<file path="config.mk">
export PLATFORM = sky130hd
export DESIGN_NAME = systolic_ctrl
export DESIGN_NICKNAME = d
export VERILOG_FILES = /design/src/rtl/systolic_ctrl.sv
export SDC_FILE = /design/constraint.sdc
export NUM_CORES = 1
export LEC_CHECK = 0
export ABC_AREA = 1
export CAP_MARGIN = 20
export CORE_ASPECT_RATIO = 0.6
export CORE_MARGIN = 2
export CORE_UTILIZATION = 50
export DETAILED_ROUTE_END_ITERATION = 10
export PLACE_DENSITY_LB_ADDON = 0.25
export SLEW_MARGIN = 20
export SYNTH_ARGS = -nofsm -noshare
export SYNTH_HDL_FRONTEND = slang
export SYNTH_SLANG_ARGS = --single-unit
</file>
<file path="constraint.sdc">
create_clock -name clk -period 3.24 [get_ports clk]
set_clock_uncertainty 0.15 [all_clocks]
set_input_delay 0.648 -clock clk [delete_from_list [all_inputs] [get_ports clk]]
set_output_delay 0.648 -clock clk [all_outputs]
set_load 0.02 [all_outputs]
</file>
<file path="src/rtl/systolic_ctrl.sv">
`default_nettype none
// +--------------------------------------------------------------------------+
// | Module   : systolic_ctrl                                                 |
// | Purpose  : Job sequencer for a weight-stationary ROWS x COLS systolic     |
// |            PE array. A job first strobes each row's weights into the     |
// |            array (LOAD), then streams k_len input vectors with a         |
// |            one-cycle-per-row skew and flags the cycles on which the      |
// |            final adder holds a valid result (STREAM), then pulses done.  |
// | Ports    : clk        - clock, rising edge                               |
// |            rstn       - asynchronous active-low reset                    |
// |            start      - one-cycle job request, honoured only when idle   |
// |            k_len      - number of input vectors, captured with start     |
// |            busy       - high while a job is in progress                  |
// |            done       - one-cycle completion pulse                       |
// |            preclk     - weight-latch strobe to the PE array              |
// |            w_row      - row addressed by the current preclk              |
// |            in_en      - per-row input-valid, row r lags row 0 by r       |
// |            t_cnt      - stream-phase cycle counter (low 8 bits)          |
// |            out_valid  - final adder output is valid                      |
// | Notes    : ROWS must be at least 2 so that w_row has a nonzero width.    |
// | Revision : 1.0 - initial release                                         |
// +--------------------------------------------------------------------------+
module systolic_ctrl #(
  parameter int ROWS = 4,
  parameter int COLS = 4,
  parameter int LAT  = ROWS + COLS
) (
  input  logic                    clk,
  input  logic                    rstn,
  input  logic                    start,
  input  logic [7:0]              k_len,
  output logic                    busy,
  output logic                    done,
  output logic                    preclk,
  output logic [$clog2(ROWS)-1:0] w_row,
  output logic [ROWS-1:0]         in_en,
  output logic [7:0]              t_cnt,
  output logic                    out_valid
);

  localparam int WRW = $clog2(ROWS);
  // Stream counter is 10 bits; comparisons are done one bit wider so that
  // LAT + k_len and the wrap-around subtractions below never alias.
  localparam int CW  = 10;
  localparam int EW  = CW + 1;

  localparam logic [WRW-1:0] LAST_ROW = WRW'(ROWS - 1);
  localparam logic [EW-1:0]  LAT_E    = EW'(LAT);

  localparam logic [1:0] S_IDLE   = 2'd0;
  localparam logic [1:0] S_LOAD   = 2'd1;
  localparam logic [1:0] S_STREAM = 2'd2;
  localparam logic [1:0] S_DONE   = 2'd3;

  logic [1:0]     state,    state_nx;
  logic [7:0]     k_reg,    k_nx;
  logic [CW-1:0]  cnt,      cnt_nx;
  logic [WRW-1:0] wrow_reg, wrow_nx;
  logic           done_reg, done_nx;

  logic [EW-1:0]  cnt_ext;
  logic [EW-1:0]  k_ext;
  logic [EW-1:0]  last_t;
  logic           is_stream;

  assign cnt_ext   = {1'b0, cnt};
  assign k_ext     = {{(EW-8){1'b0}}, k_reg};
  // Final stream cycle: the one on which the last valid result is presented.
  assign last_t    = LAT_E + k_ext - EW'(1);
  assign is_stream = (state == S_STREAM);

  // --------------------------------------------------------------------------
  // Next-state logic
  // --------------------------------------------------------------------------
  always_comb begin
    state_nx = state;
    k_nx     = k_reg;
    cnt_nx   = cnt;
    wrow_nx  = wrow_reg;
    done_nx  = 1'b0;
    case (state)
      S_IDLE: begin
        if (start) begin
          if (k_len != 8'd0) begin
            k_nx     = k_len;
            cnt_nx   = '0;
            wrow_nx  = '0;
            state_nx = S_LOAD;
          end else begin
            // Empty job: nothing to load or stream, just acknowledge it.
            done_nx = 1'b1;
          end
        end
      end
      S_LOAD: begin
        if (wrow_reg == LAST_ROW) begin
          // w_row is left at the last row; it only moves again in LOAD.
          cnt_nx   = '0;
          state_nx = S_STREAM;
        end else begin
          wrow_nx = wrow_reg + WRW'(1);
        end
      end
      S_STREAM: begin
        if (cnt_ext == last_t) begin
          // Counter is held so t_cnt keeps showing the final stream cycle.
          done_nx  = 1'b1;
          state_nx = S_DONE;
        end else begin
          cnt_nx = cnt + CW'(1);
        end
      end
      S_DONE: begin
        state_nx = S_IDLE;
      end
      default: begin
        state_nx = S_IDLE;
      end
    endcase
  end

  // --------------------------------------------------------------------------
  // State registers
  // --------------------------------------------------------------------------
  always_ff @(posedge clk or negedge rstn) begin
    if (!rstn) begin
      state    <= S_IDLE;
      k_reg    <= 8'd0;
      cnt      <= '0;
      wrow_reg <= '0;
      done_reg <= 1'b0;
    end else begin
      state    <= state_nx;
      k_reg    <= k_nx;
      cnt      <= cnt_nx;
      wrow_reg <= wrow_nx;
      done_reg <= done_nx;
    end
  end

  // --------------------------------------------------------------------------
  // Output decode, purely from registered state and counter
  // --------------------------------------------------------------------------
  assign busy   = (state != S_IDLE);
  assign preclk = (state == S_LOAD);
  assign done   = done_reg;
  assign w_row  = wrow_reg;
  assign t_cnt  = cnt[7:0];

  // Window test r <= cnt < k+r is written as (cnt - r) < k: when cnt < r the
  // subtraction wraps to a value far above any 8-bit k, so one unsigned
  // compare covers both bounds.
  generate
    for (genvar r = 0; r < ROWS; r++) begin : g_in_en
      localparam logic [EW-1:0] R_OFS = EW'(r);
      assign in_en[r] = is_stream && ((cnt_ext - R_OFS) < k_ext);
    end
  endgenerate

  assign out_valid = is_stream && ((cnt_ext - LAT_E) < k_ext);

endmodule
`default_nettype wire

</file>
# == Word-level counts from Yosys, hierarchy flattened ==
# Index checks and enable logic that the tools add are counted.
# totals
in_bits,11
out_inout_bits,18
reg_bits,23
wordCells,61
# op_classes
n_lt_le_gt_ge,5
eq_ne,11
n_mux,18
n_addsub,8
n_reduce_logical,14
# op_table
operator,count
11-bit by 8-bit less-than comparator with 1-bit output,4
10-bit two-way mux,4
10-bit case mux with 3 select lines,1
10-bit by 2-bit subtractor with 11-bit output (second input constant),2
2-bit two-way mux,7
10-bit by 11-bit equality test with 1-bit output,1
10-bit by 1-bit subtractor with 11-bit output (second input constant),1
10-bit by 4-bit subtractor with 11-bit output (second input constant),1
10-bit by 1-bit adder with 10-bit output (second input constant),1
10-bit by 8-bit less-than comparator with 1-bit output,1
9-bit by 1-bit subtractor with 10-bit output (second input constant),1
4-bit by 8-bit adder with 9-bit output (first input constant),1
2-bit inequality test (second input constant),4
2-bit case mux with 4 select lines,1
4-bit AND reduction,2
8-bit nonzero test,1
2-bit equality test (second input constant),3
1-bit logical AND,5
5-bit AND reduction,1
2-bit by 1-bit inequality test with 1-bit output (second input constant),2
2-bit case mux with 2 select lines,1
2-bit nonzero test,2
1-bit two-way mux,3
3-bit AND reduction,1
other kinds (5),5

# == Longest topological paths before layout ==
# Gate-level depths: netlist (run 1).
# logic_depth
depth_word,5
mapped_depth,14
mapped_depth_nobuf,14

# == Worst setup path after synthesis (run 1) ==
# No wires, ideal clock.
# synth_path
path_type,reg-to-output
startpoint,reg cnt[2]
endpoint,out in_en[3]
required_ns,2.442
n_path_buf,1
slack_ns,-0.132
arrival_time_ns,2.574
stages_incl_launch_ff,15
cell_sequence,dfrtp_1 > buf_2 > inv_1 > ha_1 > a21oi_1 > nor2_1 > nor2_1 > xor2_1 > inv_1 > ha_1 > inv_1 > nor3_1 > a211oi_1 > nand2_1 > a211oi_1
# synth_between
elab_chain_cells,3
# synth_rtl
item,line,source
start: declaration,57,"logic [CW-1:0] cnt, cnt_nx;"
start signal: assignment,135,cnt <= cnt_nx;
10-bit by 2-bit subtractor with 11-bit output,156,assign in_en[r] = is_stream && ((cnt_ext - R_OFS) < k_ext);
11-bit by 8-bit less-than comparator with 1-bit output,156,
1-bit logical AND,156,
end: declaration,36,"output logic [ROWS-1:0] in_en,"
# No other way between the ends.

# == Worst setup path in the final report (run 1) ==
# layout_path
startpoint,reg cnt[1]
endpoint,out in_en[1]
# layout_between
elab_chain_cells,3
# layout_rtl
item,line
10-bit by 1-bit subtractor with 11-bit output,156
11-bit by 8-bit less-than comparator with 1-bit output,156
1-bit logical AND,156
# No other way between the ends.

==> results of run 1 <==
-- per-stage QoR --
| stage | setup WS (ps) | hold WS (ps) | area (µm²) | TNS, ps | cells |
|---|---|---|---|---|---|
| floorplan | 36.2 | 202 | 2980 | 0 | 415 |
| global placement | -240 | 322 | 3580 | -679 | 549 |
| detailed placement | -303 | 327 | 3580 | -879 | 549 |
| CTS | -31.5 | 348 | 3710 | -53.8 | 555 |
| global route | -230 | 400 | 4030 | -533 | 564 |
| finish | -178 | 350 | 4030 | -281 | 564 |
-- cell families after synthesis --
kind of cell / count (synthesis) / synth area share (%)
AOI/OAI and AO/OA: 55 / 10.7
xor gates and xnor gates: 27 / 8.22
adders and majority gates: 50 / 21.1
buffers and inverters: 79 / 11.6
DFF: 23 / 19.4
muxes: 1 / 0.337
and+or+nand+nor: 180 / 28.7
-- per-layer routing --
metal  wire, µm  share of wire (%)  track usage (%)
met5          0                  0                0
met2       4330                 44             41.5
met3        995                 10             10.7
met1       4330                 44             41.3
met4        221                2.2             4.28
-- cell usage after synthesis (2+ instances only) --
cell type	count
sky130_fd_sc_hd__o22ai_1	2
sky130_fd_sc_hd__xnor2_1	2
sky130_fd_sc_hd__a21oi_1	19
sky130_fd_sc_hd__nand4_1	10
sky130_fd_sc_hd__ha_1	50
sky130_fd_sc_hd__nand2_1	79
sky130_fd_sc_hd__a31oi_1	2
sky130_fd_sc_hd__nor3_1	9
sky130_fd_sc_hd__a211oi_1	5
sky130_fd_sc_hd__xor2_1	24
sky130_fd_sc_hd__nand2_2	4
sky130_fd_sc_hd__nor3_2	2
sky130_fd_sc_hd__buf_4	9
sky130_fd_sc_hd__nor2_1	29
sky130_fd_sc_hd__nor2_4	2
sky130_fd_sc_hd__o211ai_1	2
sky130_fd_sc_hd__inv_2	2
sky130_fd_sc_hd__buf_2	5
sky130_fd_sc_hd__nor2_2	3
sky130_fd_sc_hd__nand3_2	2
sky130_fd_sc_hd__nand3_1	33
sky130_fd_sc_hd__clkbuf_1	5
sky130_fd_sc_hd__a21o_1	2
sky130_fd_sc_hd__dfrtp_1	23
sky130_fd_sc_hd__o21ai_0	17
sky130_fd_sc_hd__inv_1	57
-- what timing repair did --
item,CTS,global route
pin swaps,3,37
gates resized for setup,37,59
setup buffers,2,10
endpoints found under the setup margin,5,5
-- critical path, cell delays in order, from the launching register on --
cell	delay, ps
sky130_fd_sc_hd__dfrtp_2	450
sky130_fd_sc_hd__buf_6	140
sky130_fd_sc_hd__inv_8	70
sky130_fd_sc_hd__ha_4	130
sky130_fd_sc_hd__nand2_2	80
sky130_fd_sc_hd__nor2_4	150
sky130_fd_sc_hd__nand2_2	80
sky130_fd_sc_hd__xor2_1	150
sky130_fd_sc_hd__ha_1	360
sky130_fd_sc_hd__nand4_1	120
sky130_fd_sc_hd__a21o_1	180
sky130_fd_sc_hd__a31oi_2	200
sky130_fd_sc_hd__nor3_2	70
sky130_fd_sc_hd__buf_4	160
-- path summary, 6_finish.rpt --
kind | startpoint | endpoint | cells past startpoint
max in group asynchronous | rstn | cnt[0] | 2
setup / recovery | cnt[1] | in_en[1] | 13
hold / removal | k_reg[1] | k_reg[1] | 2
min in group asynchronous | rstn | state[0] | 2
hold reg to reg | k_reg[1] | k_reg[1] | 2
setup reg to reg | cnt[0] | cnt[0] | 12
-- area by class of cell --
cell class                 count  area, µm²  share of cell area, %
clock buffer                   4       45.0                   1.12
inverter                      59        231                   5.75
multi-input combinational    313       2340                   58.2
sequential                    23        578                   14.4
tap                           80        100                   2.49
timing repair buffer          85        728                   18.1
-- report_power, final --
part	internal (mW)	switching (mW)	leakage, nW	total (mW)
Clock	0.0880	0.0951	0.0228	0.183
Sequential	0.372	0.0897	0.299	0.461
Combinational	0.959	1.40	1.65	2.36
Total	1.42	1.59	1.97	3.00
==> out/metrics.cfg, run 1 <==
[placed_design]
port-buffer-count=28
detailedPlacementHpwl_um=7110
globalplace.congestion=0.942

[die]
design.die.area_um2=6590
floorplan.initialDensity_pct=52.6
core_area_um2=5650
rows=21
dieWidth_um=103
ioPinCount=29
chipHeight_um=63.7

[global_route]
grt_usage_pct=28.7
vias_in_the_first_global_route=2887
grt_antenna_before_repair=0
global_route_wire_length_before_repair_um=14400
grt_max_degree=24
grt.overflow.total=0

[sta]
finalWorstSetupSlack_ps=-178
maxClockFrequency_mhz=293
final_hold_viol_count=0
tightestPinTransition_ps=514
slew_viol_final=0
timing.max_slew.rel_slack_pct=65.7
setup-violations-final=2
period_minus_slack_ps=3420
grt_setup_unrepaired=true
final.period_utilization_pct=105

[yosys]
postSynthNetCount=476
ys_async_sr_fraction_pct=100
synthTopCellsByArea=sky130_fd_sc_hd__ha_1, sky130_fd_sc_hd__dfrtp_1, sky130_fd_sc_hd__nand2_1, sky130_fd_sc_hd__inv_1, sky130_fd_sc_hd__xor2_1
post_synthesis_instance_total=415
syn_area_per_cell_um2=7.15
ys_dominant_reg_cell=sky130_fd_sc_hd__dfrtp_1
synth_area_um2=2970
yosysSeqAreaShare_pct=19.4
ys_seq_elements=23
synth_largest_area_cell=sky130_fd_sc_hd__ha_1
total_of_warnings_raised_by_yosys=0
yosys.cell_types.count=42
synth_edf_count=0
synth_top_area_share_pct=21.1

[pwr]
power.total_mw=3.00
power.density_cell_area_nw_per_um2=746
vdd_drop_max_v=0.000477
leakage_nw=1.97

[cells_and_area]
final_nets=546
final_common_cell=sky130_fd_sc_hd__nand2_1
ratio_of_cells_with_drive_above_1_in_the_final_layout_pct=27.5
largest_register_ffs=10
antennaDiodeCount=0
utilization_pct=71.3
area_growth_pct=35.7
mostFrequentLayoutCells=sky130_fd_sc_hd__nand2_1, sky130_fd_sc_hd__buf_4, sky130_fd_sc_hd__inv_1
num-fill-cells=423

[setup_path]
critical_path.startpoint_type=register
required_ps=2440
cp.arrival_ps=2620
crit_path_end_kind=output pin
timing_worst_setup_path_type=reg -> out
setup.reg_to_reg.worst_slack_ps=790
crit_fanout=4

[cts]
cts.hold.buffers_added=0
clock_insertion_delay_worst_skew_ps=270
numCtsBuffers=3
clk_path_buf_depth=2
htreeDepth=1
cts.root.buffer_cell=sky130_fd_sc_hd__clkbuf_8
cts_tree=built
clock-sinks=23
clk_pin_slew_ps=90

[drt]
routed_vias=3187
mean_number_of_vias_per_cell=5.65
route.detailed.drc=0
drt_first_iter_violations=252
total_wire_length_after_detailed_routing_um=9870
wl_per_cell_um=17.5
ant_nets=0
drt_pass1_iterations=6

[status]
failed_checks=setup timing
status=finished with violations

[flow_run]
drv.max_cap_violation_count=0

[hold_path]
hp-class=reg -> reg

No activity file was read; power rests on OpenSTA's default activity.
==> run 2, diff against run 1 <==
--- a/config.mk
+++ b/config.mk
@@ -10,5 +10,5 @@
 export CORE_ASPECT_RATIO = 0.6
 export CORE_MARGIN = 2
-export CORE_UTILIZATION = 50
+export CORE_UTILIZATION = 59
 export DETAILED_ROUTE_END_ITERATION = 10
 export PLACE_DENSITY_LB_ADDON = 0.25
==> constraint.sdc (replaced) <==
create_clock -name clk -period 3.24 [get_ports clk]
set_clock_uncertainty 0.15 [all_clocks]
set_input_delay 0.324 -clock clk [delete_from_list [all_inputs] [get_ports clk]]
set_output_delay 0.324 -clock clk [all_outputs]
set_load 0.02 [all_outputs]
==> run 2 against run 1 <==
The run now ends clean. Sequential power is essentially flat. Core utilization grew 1.5 points. Clock-buffer cell count is the same. Maximum frequency grew 10%. Clock power is essentially flat. Register-to-register slack gained 60 ps. Die area shrank 15%. Final cell count shrank 9.2%. Hold slack lost 91 ps.
==> out/metrics.cfg, run 2 (synthesized netlist as in run 1, its figures left out) <==
[global_route]
grt_usage_pct=31.8  ; was 28.7%
vias_in_the_first_global_route=2671  ; was 2,887
grt.overflow.total=0  ; unchanged
grt_antenna_before_repair=0  ; unchanged
global_route_wire_length_before_repair_um=13500  ; was 14,400 µm
grt_max_degree=24  ; unchanged

[placed_design]
globalplace.congestion=1.12  ; was 0.942
post_dp_cell_area_um2=3360  ; was 3580 µm²
detailedPlacementHpwl_um=6530  ; was 7110 µm
port-buffer-count=28  ; unchanged

[pwr]
leakage_nw=1.75  ; was 1.97 nW
power.total_mw=2.49  ; was 3.00 mW
internal-power_mw=1.16  ; was 1.42 mW
switching_power_of_the_nets_mw=1.33  ; was 1.59 mW
switching_share_pct=53.5  ; was 52.8%
clkPwrFrac_pct=7.4  ; was 6.1%
power.density_cell_area_nw_per_um2=727  ; was 746 nW/µm²
pwr-share-seq_pct=18.6  ; was 15.4%
vdd_drop_max_v=0.000517  ; was 0.000477 V
pwr-share-comb_pct=74.0  ; was 78.5%

[die]
dieWidth_um=95.6  ; was 103 µm
floorplan.initialDensity_pct=63.1  ; was 52.6%
design.die.area_um2=5630  ; was 6590 µm²
chipHeight_um=59.0  ; was 63.7 µm
ioPinCount=29  ; unchanged
core_area_um2=4710  ; was 5650 µm²
rows=19  ; was 21

[cts]
clk_path_buf_depth=2  ; unchanged
clk_pin_slew_ps=90  ; about the same
cts_tree=built  ; unchanged
cts.root.buffer_cell=sky130_fd_sc_hd__clkbuf_8  ; unchanged
clock_insertion_delay_worst_skew_ps=270  ; about the same
numCtsBuffers=3  ; unchanged
clock-sinks=23  ; unchanged
htreeDepth=1  ; unchanged

[drt]
ant_nets=0  ; unchanged
total_wire_length_after_detailed_routing_um=8310  ; was 9870 µm
drt_pass1_iterations=5  ; was 6
mean_number_of_vias_per_cell=5.64  ; was 5.65
routed_vias=2888  ; was 3,187
wl_per_cell_um=16.2  ; was 17.5 µm
drt_first_iter_violations=279  ; was 252
route.detailed.drc=0  ; unchanged

[setup_path]
reg2regPathDepth=11  ; was 12
critical_path.reg2reg.startpoint=cnt[0]  ; unchanged
crit_fanout=9  ; was 4
timing_worst_setup_path_type=reg -> out  ; unchanged
cp.arrival_ps=2630  ; was 2620 ps
setup.reg_to_reg.worst_slack_ps=850  ; was 790 ps
critical_path.startpoint_type=register  ; unchanged
required_ps=2770  ; was 2440 ps
r2r_end=cnt[0]  ; unchanged
crit_path_end_kind=output pin  ; unchanged

[sta]
period_minus_slack_ps=3100  ; was 3420 ps
maxClockFrequency_mhz=323  ; was 293 MHz
tightestPinTransition_ps=537  ; was 514 ps
slew_viol_final=0  ; unchanged
setup-violations-final=0  ; was 2
final_hold_viol_count=0  ; unchanged
timing.setup.tns_ps=0  ; was -281 ps
final.period_utilization_pct=95.7  ; was 105%
worst_hold_slack_ps=259  ; was 350 ps
timing.max_slew.rel_slack_pct=63.9  ; was 65.7%

[cells_and_area]
mostFrequentLayoutCells=sky130_fd_sc_hd__nand2_1, sky130_fd_sc_hd__inv_1, sky130_fd_sc_hd__ha_1  ; was sky130_fd_sc_hd__nand2_1, sky130_fd_sc_hd__buf_4, sky130_fd_sc_hd__inv_1
final_common_cell=sky130_fd_sc_hd__nand2_1  ; unchanged
ratio_of_cells_with_drive_above_1_in_the_final_layout_pct=12.0  ; was 27.5%
num-fill-cells=378  ; was 423
final_nets=511  ; was 546
final_cell_area_um2=3430  ; was 4030 µm²
area_growth_pct=15.5  ; was 35.7%
antennaDiodeCount=0  ; unchanged
largest_register_ffs=10  ; unchanged

[flow_run]
drv.max_cap_violation_count=0  ; unchanged

[hold_path]
hp-class=in -> async  ; was reg -> reg

[status]
status=finished, final reports clean  ; was finished with violations

[run 2: cell types whose count changed in the layout (fill, tap and decap cells not counted), moves of 4 or more]
cell,before,now
sky130_fd_sc_hd__a21oi_1,13,18
sky130_fd_sc_hd__a21oi_2,5,1
sky130_fd_sc_hd__buf_4,56,22
sky130_fd_sc_hd__buf_6,4,0
sky130_fd_sc_hd__ha_1,40,47
sky130_fd_sc_hd__ha_4,9,0
sky130_fd_sc_hd__inv_1,48,57
sky130_fd_sc_hd__inv_2,9,1
sky130_fd_sc_hd__nand2_1,74,79
sky130_fd_sc_hd__nor2_1,23,27
[run 2: power by group through the flow]
stage / logic [mW] / registers [mW] / clock network, mW
floorplan: 1.25 / 0.471 / 0
global placement: 1.73 / 0.465 / 0
detailed placement: 1.78 / 0.468 / 0
CTS: 1.80 / 0.463 / 0.186
global route: 2.08 / 0.478 / 0.203
finish: 1.84 / 0.464 / 0.184
[run 2: through the flow]
stage | utilization (%) | instances | worst slack, ps
floorplan | - | 415 | 192
global placement | 71.5 | 507 | 52.1
detailed placement | 71.5 | 507 | -53.2
CTS | 72.4 | 511 | 2.31
global route | 72.8 | 512 | -11.0
finish | 72.8 | 512 | 140
[run 2: cell type report]
class	count	area [µm²]	share of cell area, %
multi-input cells	313	2080	60.5
flip-flops and latches	23	576	16.8
repair buffers	50	429	12.5
inverters	59	224	6.53
well taps	63	78.8	2.30
clock buffers	4	45.0	1.31
[run 2: layer usage]
layer	vias up	global-route usage (%)	part of all wire (%)
met3	6	10.8	11
met5	-	0	0
met2	144	47.6	41
met4	0	2.86	0.58
li1	1428	-	-
met1	1310	46.5	47
[run 2: repair_timing]
action                                  CTS  global route
gates resized for setup                   6            17
pin swaps                                 0             1
setup buffers                             0             1
gates cloned                              0             0
endpoints found under the setup margin    4             3
hold buffers                              0             0
[run 2: worst max path at each step]
| stage | startpoint | end | slack, ps |
|---|---|---|---|
| after floorplan | cnt[2] | in_en[3] | 190 |
| after global placement | cnt[1] | in_en[1] | 50 |
| after detailed placement | cnt[1] | in_en[1] | -50 |
| after CTS | cnt[1] | in_en[1] | 2 |
| after global routing | cnt[1] | in_en[1] | -10 |
| final | cnt[1] | in_en[1] | 140 |
[run 2: worst max-delay path: stages, from the launching register on]
cell                      delay (ps)
sky130_fd_sc_hd__dfrtp_1         390
sky130_fd_sc_hd__buf_4           170
sky130_fd_sc_hd__inv_1           150
sky130_fd_sc_hd__ha_1            220
sky130_fd_sc_hd__nand3_1         150
sky130_fd_sc_hd__nand3_1         140
sky130_fd_sc_hd__xor2_1          160
sky130_fd_sc_hd__inv_1            60
sky130_fd_sc_hd__ha_1            290
sky130_fd_sc_hd__nand4_1         110
sky130_fd_sc_hd__a21o_1          170
sky130_fd_sc_hd__a31oi_1         120
sky130_fd_sc_hd__nor3_1           70
sky130_fd_sc_hd__buf_2           150
==> run 3, diff against run 2 <==
Settings changed: CORE_UTILIZATION 59 to 60, CTS_BUF_LIST set to sky130_fd_sc_hd__clkbuf_8.
==> run 3 against run 2 <==
Global-route usage increased by 0.52 points. Highest routed layer unchanged. Critical path type unchanged. Maximum frequency decreased by 2.3%. Register-to-register slack about the same. Combinational power increased by 3%. Clock-buffer cell count decreased by 1. Clock power about the same.
==> out/metrics.cfg, run 3 (synthesized netlist as in run 1, its figures left out) <==
[cts]
numCtsBuffers=3  ; unchanged
clk_path_buf_depth=2  ; unchanged
clock_insertion_delay_worst_skew_ps=270  ; about the same
clock-sinks=23  ; unchanged
cts.root.buffer_cell=sky130_fd_sc_hd__clkbuf_8  ; unchanged
cts.hold.buffers_added=0  ; unchanged
cts_tree=built  ; unchanged
clk_pin_slew_ps=90  ; about the same
htreeDepth=1  ; unchanged

[drt]
total_wire_length_after_detailed_routing_um=8670  ; was 8310 µm
mean_number_of_vias_per_cell=5.74  ; was 5.64
route.detailed.drc=0  ; unchanged
drt_first_iter_violations=382  ; was 279
wl_per_cell_um=16.8  ; was 16.2 µm
routed_vias=2964  ; was 2,888
drt_pass1_iterations=6  ; was 5
ant_nets=0  ; unchanged

[pwr]
clkPwrFrac_pct=7.2  ; was 7.4%
pwr-share-comb_pct=74.4  ; was 74.0%
power.density_cell_area_nw_per_um2=727  ; about the same
power.total_mw=2.56  ; was 2.49 mW
internal-power_mw=1.19  ; was 1.16 mW
pwr-share-seq_pct=18.5  ; was 18.6%
switching_power_of_the_nets_mw=1.37  ; was 1.33 mW
leakage_nw=1.78  ; was 1.75 nW
vdd_drop_max_v=0.000537  ; was 0.000517 V
switching_share_pct=53.6  ; was 53.5%

[cells_and_area]
final_nets=515  ; was 511
num-fill-cells=358  ; was 378
mostFrequentLayoutCells=sky130_fd_sc_hd__nand2_1, sky130_fd_sc_hd__inv_1, sky130_fd_sc_hd__ha_1  ; unchanged
final_common_cell=sky130_fd_sc_hd__nand2_1  ; unchanged
area_used_by_sequential_logic_in_the_layout_um2=577  ; was 576 µm²
antennaDiodeCount=0  ; unchanged
area_growth_pct=18.7  ; was 15.5%
multiInputGateArea_um2=2130  ; was 2080 µm²
largest_register_ffs=10  ; unchanged
ratio_of_cells_with_drive_above_1_in_the_final_layout_pct=15.0  ; was 12.0%
final_cells=516  ; was 512

[die]
ioPinCount=29  ; unchanged
core_area_um2=4660  ; was 4710 µm²
design.die.area_um2=5550  ; was 5630 µm²
floorplan.initialDensity_pct=63.7  ; was 63.1%
rows=19  ; unchanged
dieWidth_um=94.8  ; was 95.6 µm
chipHeight_um=58.5  ; was 59.0 µm

[sta]
grt_setup_unrepaired=true
maxClockFrequency_mhz=315  ; was 323 MHz
tightestPinTransition_ps=505  ; was 537 ps
timing.max_slew.rel_slack_pct=66.2  ; was 63.9%
final_hold_viol_count=0  ; unchanged
setup-violations-final=0  ; unchanged
slew_viol_final=0  ; unchanged
period_minus_slack_ps=3170  ; was 3100 ps
final.period_utilization_pct=97.9  ; was 95.7%

[flow_run]
drv.max_cap_violation_count=0  ; unchanged

[placed_design]
placed_cell_count=507  ; unchanged
detailedPlacementHpwl_um=6530  ; about the same
globalplace.congestion=1.10  ; was 1.12
port-buffer-count=28  ; unchanged

[global_route]
vias_in_the_first_global_route=2744  ; was 2,671
global_route_wire_length_before_repair_um=13700  ; was 13,500 µm
grt_max_degree=24  ; unchanged
grt.overflow.total=0  ; unchanged
grt_antenna_before_repair=0  ; unchanged
grt_usage_pct=32.4  ; was 31.8%

[setup_path]
path_cells=buf_4 > inv_2 > ha_2 > nand2_2 > nor2_4 > nand2_1 > xor2_1 > ha_1 > a21oi_2 > a31oi_1 > nor3_1 > buf_2  ; was buf_4 > inv_1 > ha_1 > nand3_1 > nand3_1 > xor2_1 > inv_1 > ha_1 > nand4_1 > a21o_1 > a31oi_1 > nor3_1 > buf_2
critPathSlowestCell=sky130_fd_sc_hd__dfrtp_1  ; unchanged
crit_path_max_incr_delay_ps=430  ; was 390 ps
endpoint=in_en[1]  ; unchanged
cp.arrival_ps=2700  ; was 2630 ps
critical_path.startpoint_type=register  ; unchanged
crit_fanout=4  ; was 9
setup.reg_to_reg.worst_slack_ps=850  ; about the same
r2r_end=cnt[7]  ; was cnt[0]
required_ps=2770  ; about the same
critical_path.reg2reg.startpoint=cnt[0]  ; unchanged
timing_worst_setup_path_type=reg -> out  ; unchanged
crit_path_end_kind=output pin  ; unchanged
reg2regPathDepth=11  ; unchanged
critical_path.startpoint=cnt[1]  ; unchanged

[hold_path]
hp-class=in -> async  ; unchanged

[status]
status=finished, final reports clean  ; unchanged

==> run 3: cell count changes in the layout (fill, tap and decap cells not counted), sizes merged <==
cell / change
inv: +1
clkbuf: -2
clkdlybuf4s15: +1
buf: +4
==> run 3: worst max-delay path: cells and delay by family (launching register included) <==
family / cells / cell delay, ps
buffers and inverters: 3 / 460
XOR/XNOR: 1 / 140
adder cells (fa/ha/maj): 2 / 550
flip-flops: 1 / 430
AND/OR/NAND/NOR: 4 / 550
AO/OA/AOI/OAI: 2 / 290
==> run 3: worst min-delay path by stage <==
stage | startpoint | to | slack, ps
finish | rstn | w_row[0] | 260
global route | rstn | w_row[0] | 300
global placement | k_reg[1] | k_reg[1] | 320
detailed placement | k_reg[1] | k_reg[1] | 340
CTS | rstn | w_row[0] | 280
floorplan | rstn | cnt[0] | -120
==> run 3: timing repair <==
action | in CTS | in global routing
setup endpoints to repair | 4 | 3
setup buffers | 0 | 5
pin swaps | 0 | 14
gates resized for setup | 15 | 22
==> run 3: final cells by class <==
cell class              instances  area share, %
clock buffers                   3           1.17
well taps                      63           2.24
clock inverters                 1          0.107
multi-input cells             313           60.5
repair buffers                 54           13.2
flip-flops and latches         23           16.4
inverters                      59           6.36
==> run 3: per-stage QoR <==
stage          setup TNS [ps]  hold WS [ps]  utilization (%)  setup slack, ps  instance area [µm²]
2_1_floorplan               0          -122                -              192                 2970
3_5_place_dp             -206           339             72.2             -136                 3360
6_report                    0           257             75.6             67.9                 3520
3_3_place_gp                0           323             72.2             62.1                 3360
4_1_cts                     0           275             73.3             5.80                 3410
5_1_grt                 -95.9           295             75.6            -50.4                 3520
==> run 3: routing by layer <==
layer / track usage, % / share of wire, % / up-vias
met1: 45.9 / 43 / 1348
met2: 48.2 / 42 / 155
li1: - / - / 1439
met3: 11.1 / 13 / 22
met4: 6.63 / 1.7 / 0
met5: 0 / 0 / -
==> run 3: power by group through the flow <==
stage,clock (mW),combinational [mW],sequential [mW]
after floorplan,0,1.25,0.471
after global placement,0,1.70,0.469
after detailed placement,0,1.78,0.473
after CTS,0.183,1.81,0.468
after global routing,0.196,2.13,0.486
final,0.184,1.90,0.473
